File: src/rtl/ipsxe_floating_point_adder_arbiter_v1_0.sv
// Round-robin arbiter sharing one pipelined FMA adder among N_REQ requesters.
// Define IPSXE_FP_ADD_ARB_PERF_CNT_EN to add the issue/stall counter outputs.
module ipsxe_floating_point_adder_arbiter_v1_0 #(
    parameter int N_REQ       = 4,
    parameter int W_OP        = 77,
    parameter int W_RES       = 59,
    parameter int ADD_LATENCY = 4,
    parameter int FIFO_DEPTH  = 8,
    localparam int ID_W = (N_REQ > 1) ? $clog2(N_REQ) : 1
) (
    input  logic                    i_clk,
    input  logic                    i_rst,
    input  logic                    i_aclken,
    input  logic [N_REQ-1:0]        i_req_valid,
    input  logic [N_REQ*W_OP-1:0]   i_req_op,
    output logic [N_REQ-1:0]        o_req_ready,
    output logic [W_OP-1:0]         o_add_op,
    output logic                    o_add_valid,
    input  logic [W_RES-1:0]        i_add_result,
    output logic                    o_res_valid,
    input  logic                    i_res_ready,
    output logic [W_RES-1:0]        o_res_data,
    output logic [ID_W-1:0]         o_res_id,
    output logic                    o_busy
`ifdef IPSXE_FP_ADD_ARB_PERF_CNT_EN
    ,
    output logic [31:0]             o_issue_cnt,
    output logic [31:0]             o_stall_cnt
`endif
);

    localparam int AW = (FIFO_DEPTH > 1) ? $clog2(FIFO_DEPTH) : 1;
    localparam int CW = $clog2(FIFO_DEPTH + 1);

    logic [W_OP-1:0]        ops [N_REQ];
    logic [ID_W-1:0]        rr_ptr;
    logic [ID_W-1:0]        grant;
    logic                   found;
    logic                   issue;
    logic [CW-1:0]          inflight;
    logic [CW-1:0]          fifo_count;
    logic [CW:0]            credit_used;
    logic [ADD_LATENCY-1:0] tag_v;
    logic [ID_W-1:0]        tag_id [ADD_LATENCY];
    logic                   push;
    logic                   pop;
    logic [W_RES-1:0]       mem_d [FIFO_DEPTH];
    logic [ID_W-1:0]        mem_id [FIFO_DEPTH];
    logic [AW-1:0]          wr_ptr;
    logic [AW-1:0]          rd_ptr;
    logic [W_RES-1:0]       last_d;
    logic [ID_W-1:0]        last_id;

    for (genvar i = 0; i < N_REQ; i++) begin : g_slot
        assign ops[i] = i_req_op[i*W_OP +: W_OP];
    end

    // First valid slot at or after the round-robin pointer
    always_comb begin
        int j;
        grant = '0;
        found = 1'b0;
        j     = 0;
        for (int k = 0; k < N_REQ; k++) begin
            j = int'(rr_ptr) + k;
            if (j >= N_REQ) j = j - N_REQ;
            if (!found && i_req_valid[ID_W'(j)]) begin
                found = 1'b1;
                grant = ID_W'(j);
            end
        end
    end

    assign credit_used = (CW+1)'(fifo_count) + (CW+1)'(inflight);
    assign issue = ~i_rst & i_aclken & found
                 & (credit_used < (CW+1)'(FIFO_DEPTH));

    always_comb begin
        o_req_ready = '0;
        if (issue) o_req_ready[grant] = 1'b1;
    end

    assign o_add_valid = issue;
    assign o_add_op    = issue ? ops[grant] : '0;

    assign push        = i_aclken & tag_v[ADD_LATENCY-1];
    assign o_res_valid = (fifo_count != '0);
    assign pop         = o_res_valid & i_res_ready;

    always_ff @(posedge i_clk or posedge i_rst) begin
        if (i_rst) begin
            rr_ptr <= '0;
        end else if (issue) begin
            rr_ptr <= (grant == ID_W'(N_REQ - 1)) ? '0 : grant + 1'b1;
        end
    end

    // Tag pipe advances in lock-step with the adder's clock enable
    always_ff @(posedge i_clk or posedge i_rst) begin
        if (i_rst) begin
            tag_v <= '0;
            for (int i = 0; i < ADD_LATENCY; i++) tag_id[i] <= '0;
        end else if (i_aclken) begin
            tag_v[0]  <= issue;
            tag_id[0] <= grant;
            for (int i = 1; i < ADD_LATENCY; i++) begin
                tag_v[i]  <= tag_v[i-1];
                tag_id[i] <= tag_id[i-1];
            end
        end
    end

    always_ff @(posedge i_clk or posedge i_rst) begin
        if (i_rst) begin
            inflight <= '0;
        end else begin
            unique case ({issue, push})
                2'b10:   inflight <= inflight + 1'b1;
                2'b01:   inflight <= inflight - 1'b1;
                default: inflight <= inflight;
            endcase
        end
    end

    always_ff @(posedge i_clk or posedge i_rst) begin
        if (i_rst) begin
            fifo_count <= '0;
            wr_ptr     <= '0;
            rd_ptr     <= '0;
            last_d     <= '0;
            last_id    <= '0;
        end else begin
            if (push) wr_ptr <= wr_ptr + 1'b1;
            if (pop) begin
                rd_ptr  <= rd_ptr + 1'b1;
                last_d  <= mem_d[rd_ptr];
                last_id <= mem_id[rd_ptr];
            end
            unique case ({push, pop})
                2'b10:   fifo_count <= fifo_count + 1'b1;
                2'b01:   fifo_count <= fifo_count - 1'b1;
                default: fifo_count <= fifo_count;
            endcase
        end
    end

    always_ff @(posedge i_clk) begin
        if (push) begin
            mem_d[wr_ptr]  <= i_add_result;
            mem_id[wr_ptr] <= tag_id[ADD_LATENCY-1];
        end
    end

    // Outputs hold the last popped entry while the FIFO is empty
    assign o_res_data = o_res_valid ? mem_d[rd_ptr] : last_d;
    assign o_res_id   = o_res_valid ? mem_id[rd_ptr] : last_id;
    assign o_busy     = (inflight != '0) | o_res_valid;

`ifdef IPSXE_FP_ADD_ARB_PERF_CNT_EN
    always_ff @(posedge i_clk or posedge i_rst) begin
        if (i_rst) begin
            o_issue_cnt <= '0;
            o_stall_cnt <= '0;
        end else begin
            if (issue) o_issue_cnt <= o_issue_cnt + 32'd1;
            if (i_aclken & (|i_req_valid) & ~issue)
                o_stall_cnt <= o_stall_cnt + 32'd1;
        end
    end
`endif

endmodule

File: config.mk
export PLATFORM = sky130hd
export DESIGN_NAME = ipsxe_floating_point_adder_arbiter_v1_0
export DESIGN_NICKNAME = d
export VERILOG_FILES = /design/src/rtl/ipsxe_floating_point_adder_arbiter_v1_0.sv
export SDC_FILE = /design/constraint.sdc
export NUM_CORES = 1
export LEC_CHECK = 0
export CAP_MARGIN = 5
export CORE_UTILIZATION = 30
export CTS_CLUSTER_DIAMETER = 120
export CTS_CLUSTER_SIZE = 16
export DETAILED_ROUTE_END_ITERATION = 16
export PLACE_DENSITY_LB_ADDON = 0.3
export SLEW_MARGIN = 25
export SYNTH_ARGS = -nofsm -noshare
export SYNTH_HDL_FRONTEND = slang
export SYNTH_SLANG_ARGS = --single-unit
File: constraint.sdc
create_clock -name i_clk -period 14 [get_ports i_clk]
set_clock_uncertainty 0.1 [all_clocks]
set_input_delay 1.4 -clock i_clk [delete_from_list [all_inputs] [get_ports i_clk]]
set_output_delay 1.4 -clock i_clk [all_outputs]
set_load 0.01 [all_outputs]
==> results.rst <==
.. list-table::
   :header-rows: 1

   * - Metric
     - Value
   * - HPWL after detailed placement
     - 59.1 mm
   * - Most frequently used flop master after synthesis
     - sky130_fd_sc_hd__edfxtp_1
   * - Worst Tran Pin Value
     - between 1 and 1.5 ns
   * - Final-report hold violation count
     - 0
   * - Remaining number of nets flagged by the antenna check after routing
     - 0
   * - Area enclosed by the die boundary
     - 0.0849 sq mm
   * - Pin count of the biggest net entering global routing
     - 95
   * - Headroom to the max-slew limit
     - 31.9%
   * - Worst path most repeated cell
     - sky130_fd_sc_hd__clkdlybuf4s50_1
   * - Count of hold buffers inserted by post-cts repair
     - 0
   * - Number of nets produced by synthesis
     - between 1500 and 2000
   * - Global-route congestion overflow total
     - 0
   * - Drt drc
     - 0
   * - Number of gates resized after CTS
     - 0
   * - Final count of pins violating max slew
     - 0
   * - Signal arrival time at the worst endpoint
     - 5.89 ns
   * - RSZ-0062 raised after global routing
     - false
   * - Gp weighted congestion
     - 0.932
   * - Vias per inst
     - 4.89
   * - Kind of launch point of the worst setup path
     - input port
   * - Final Setup Violations
     - 0
   * - Area Overhead vs Synth
     - 29.5%
   * - Chip height
     - slightly below 300 microns
   * - Synth Area per Inst
     - 17.4 sq um
   * - Fill count
     - between 7000 and 8000
   * - Gr usage total
     - 19.5%
   * - Total length of routed wires
     - ~84 mm
   * - Avg WL per Cell
     - 27.5 microns
   * - Peak per-stage delay on the critical path
     - 0.85 ns
   * - Detailed router's first-iteration violation count
     - between 800 and 900
   * - Critical path buffer and inverter count
     - 4
   * - Number of placement rows
     - 105
   * - P_leak
     - ~0.011 uW
   * - Type of destination of the critical path
     - output pin
   * - Cell at the root of the clock tree
     - sky130_fd_sc_hd__clkbuf_16
   * - IO Count
     - 520
   * - Register bit total from synthesis
     - 577
   * - Most frequent cells after synthesis
     - sky130_fd_sc_hd__edfxtp_1 (488), sky130_fd_sc_hd__mux2i_1 (217), sky130_fd_sc_hd__mux4_2 (122)
   * - Clock Tree Buf Depth
     - 3
   * - Final-stage net count
     - roughly 2300
   * - Multi-input gate area
     - 0.00760 sq mm
   * - Initial core utilization
     - a little under a third
   * - Number of standard cells in the layout, taps in and fillers out
     - 3051
   * - Max rail drop VDD
     - between 0.15 and 0.2 mV
   * - Max Clock Freq
     - ~0.14 GHz
   * - Most repeated cell in the gate-level netlist after synthesis
     - sky130_fd_sc_hd__edfxtp_1
   * - Synthesized cell area
     - between 0.02 and 0.03 sq mm
   * - Area share of the largest cell type after synthesis
     - slightly below 60%
   * - TritonCTS Sinks
     - just under 600
   * - Latest clock arrival within the worst-skew pair
     - around 0.58 ns
   * - Power per standard cell area
     - between 150 and 200 mW/mm^2
   * - Antenna violations before repair
     - between 40 and 50
   * - 1st-pass router iterations
     - 5
   * - Number of setup buffers added after CTS
     - 0
   * - Number of standard cells after synthesis
     - roughly 1400
   * - Required time of the critical path
     - ~13 ns
   * - Share of final-layout standard cells stronger than drive strength 1
     - between 10% and 20%
   * - Largest area contributor in the synthesized netlist
     - sky130_fd_sc_hd__edfxtp_1
   * - Worst-path cell chain
     - clkdlybuf4s50_1 > inv_4 > nand4_1 > nor3_2 > nand2_4 > buf_4 > o22ai_1 > clkdlybuf4s50_1
   * - Setup TNS
     - 0 ns
   * - Total CTS buffers
     - 42
   * - Master of the slowest instance on the critical path
     - sky130_fd_sc_hd__nor3_2
   * - Std-Cell Core Area
     - approximately 0.083 sq mm
   * - Global-route wire length before repair
     - roughly 120 mm
   * - Final critical-path required period
     - between 7 and 8 ns
   * - DP Cell Count
     - 2961
   * - Count of buffers inserted at the top-level ports
     - 519
   * - Main area contributors after synthesis
     - sky130_fd_sc_hd__edfxtp_1 (58%), sky130_fd_sc_hd__mux4_2 (11%), sky130_fd_sc_hd__dfrtp_1 (8.9%)
   * - Via Count
     - 14910
   * - Share of the clock period used by the worst path after layout
     - a little over half
   * - Seq/Total Area, Yosys
     - approximately two thirds
   * - Overall die width
     - between 200 and 300 microns
   * - Count of flip-flops with a built-in enable after synthesis
     - around 490
   * - Vias in the first global route
     - approximately 16000
   * - Hold Slack
     - between 0.3 and 0.4 ns
   * - Max-cap violations
     - 0
   * - Clock-pin slew of the registers on the worst-case setup and hold paths
     - 0.07 ns
   * - FF-to-FF setup slack
     - 10.16 ns
   * - Crit path kind
     - in -> out
   * - Sequential cell area
     - around 0.017 sq mm
   * - Run status
     - finished clean
   * - Final core utilization
     - 39.5%
   * - CTS tree
     - done
   * - Distinct cell type count of the synthesized netlist
     - between 40 and 50
   * - Yosys warnings
     - 0
   * - CP top delay family
     - buffers and inverters
   * - Worst min-delay path category
     - reg -> reg
   * - Crit-path max FO
     - 51
   * - Proportion of synthesized flip-flops having asynchronous set or reset
     - ~15%
   * - Number of levels in the clock H-tree
     - 2
routing by layer:
layer	part of all wire (%)	vias up	track usage (%)
met4	3.1	30	6.37
met5	0.25	-	0
met1	36	7598	20.9
li1	-	6711	-
met2	55	433	37.2
met3	5.4	138	4.55
final timing paths:
path,startpoint,end,cells past startpoint
worst min register to register,last_d[55],last_d[55],2
min in group asynchronous,i_rst,last_d[42],2
worst max-delay path,i_rst,o_add_op[44],8
worst min-delay path,last_d[55],last_d[55],2
worst max register to register,fifo_count[0],fifo_count[3],11
max in group asynchronous,i_rst,rd_ptr[1],3
cell usage in the layout (no fill, tap or decap), types with 2 or more instances in the layout:
| cell type | netlist | routed |
|---|---|---|
| sky130_fd_sc_hd__o22ai_2 | 36 | 36 |
| sky130_fd_sc_hd__nand4_1 | 2 | 2 |
| sky130_fd_sc_hd__inv_2 | 2 | 2 |
| sky130_fd_sc_hd__xnor2_1 | 6 | 6 |
| sky130_fd_sc_hd__nor2_1 | 70 | 64 |
| sky130_fd_sc_hd__o22ai_1 | 42 | 42 |
| sky130_fd_sc_hd__xor2_1 | 6 | 6 |
| sky130_fd_sc_hd__mux2i_1 | 217 | 217 |
| sky130_fd_sc_hd__mux4_2 | 122 | 122 |
| sky130_fd_sc_hd__ha_1 | 15 | 15 |
| sky130_fd_sc_hd__o21ai_0 | 52 | 52 |
| sky130_fd_sc_hd__nor3_2 | 1 | 3 |
| sky130_fd_sc_hd__dfrtp_4 | 0 | 3 |
| sky130_fd_sc_hd__inv_1 | 9 | 8 |
| sky130_fd_sc_hd__nor2_4 | 0 | 6 |
| sky130_fd_sc_hd__clkdlybuf4s50_1 | 0 | 519 |
| sky130_fd_sc_hd__and2_1 | 4 | 4 |
| sky130_fd_sc_hd__nand2_4 | 1 | 2 |
| sky130_fd_sc_hd__buf_4 | 2 | 18 |
| sky130_fd_sc_hd__a21oi_1 | 67 | 67 |
| sky130_fd_sc_hd__dfrtp_1 | 89 | 86 |
| sky130_fd_sc_hd__mux2_2 | 13 | 13 |
| sky130_fd_sc_hd__edfxtp_1 | 488 | 488 |
| sky130_fd_sc_hd__nor4_1 | 2 | 2 |
| sky130_fd_sc_hd__nand2_8 | 0 | 2 |
| sky130_fd_sc_hd__buf_6 | 32 | 3 |
| sky130_fd_sc_hd__clkbuf_1 | 20 | 30 |
| sky130_fd_sc_hd__clkbuf_16 | 0 | 44 |
| sky130_fd_sc_hd__diode_2 | 0 | 14 |
| sky130_fd_sc_hd__nand2b_1 | 3 | 3 |
| sky130_fd_sc_hd__o21ai_1 | 13 | 13 |
| sky130_fd_sc_hd__nand2_1 | 71 | 71 |
| sky130_fd_sc_hd__nand3b_1 | 2 | 2 |
cell families (layout without fill, tap and decap cells):
kind of cell | count (synthesis) | in the layout | synth area share [%]
multiplexers | 353 | 353 | 20.2
XOR/XNOR | 12 | 12 | 0.418
AND/OR/NAND/NOR | 166 | 166 | 2.79
flip-flops | 577 | 577 | 67.2
other | 0 | 14 | 0
AO/OA/AOI/OAI | 215 | 215 | 5.63
buffers and inverters | 108 | 628 | 2.98
adder cells (fa/ha/maj) | 16 | 16 | 0.826
through the flow:
| step | worst slack, ns | area [sq um] | power [uW] |
|---|---|---|---|
| 6_report | 6.61 | 32600 | 5680 |
| 5_1_grt | 6.41 | 32500 | 5960 |
| 3_3_place_gp | 6.57 | 31200 | 4560 |
| 2_1_floorplan | 7.37 | 25100 | 3640 |
| 3_5_place_dp | 6.52 | 31300 | 4600 |
| 4_1_cts | 6.52 | 32500 | 5780 |
worst min-delay path, delay by kind of cell, from the launching register on:
kind | cells | cell delay (ns)
AO/OA/AOI/OAI | 1 | 0.06
flip-flops | 1 | 0.34
AND/OR/NAND/NOR | 1 | 0.05
state kept, by name, summed over array words and instances, names as in the netlist, 3 cells and up:
register,count
mem_id,16
rd_ptr,3
wr_ptr,3
mem_d,472
tag_id,8
fifo_count,4
inflight,4
tag_v,4
last_d,59
report_power, final:
part,internal [uW],switching [uW],leakage (uW)
registers,2060,189,0.00547
logic,1150,1120,0.00523
clock network,594,572,0.000596
total,3800,1880,0.0113
final cells by class:
class / count / share of cell area [%]
Sequential cell: 577 / 51.9
Multi-Input combinational cell: 762 / 23.3
Antenna cell: 14 / 0.108
Timing Repair Buffer: 541 / 16.5
Clock buffer: 74 / 3.73
Tap cell: 1070 / 4.11
Clock inverter: 2 / 0.142
Inverter: 11 / 0.135
Power figures use the tool's default switching activity.
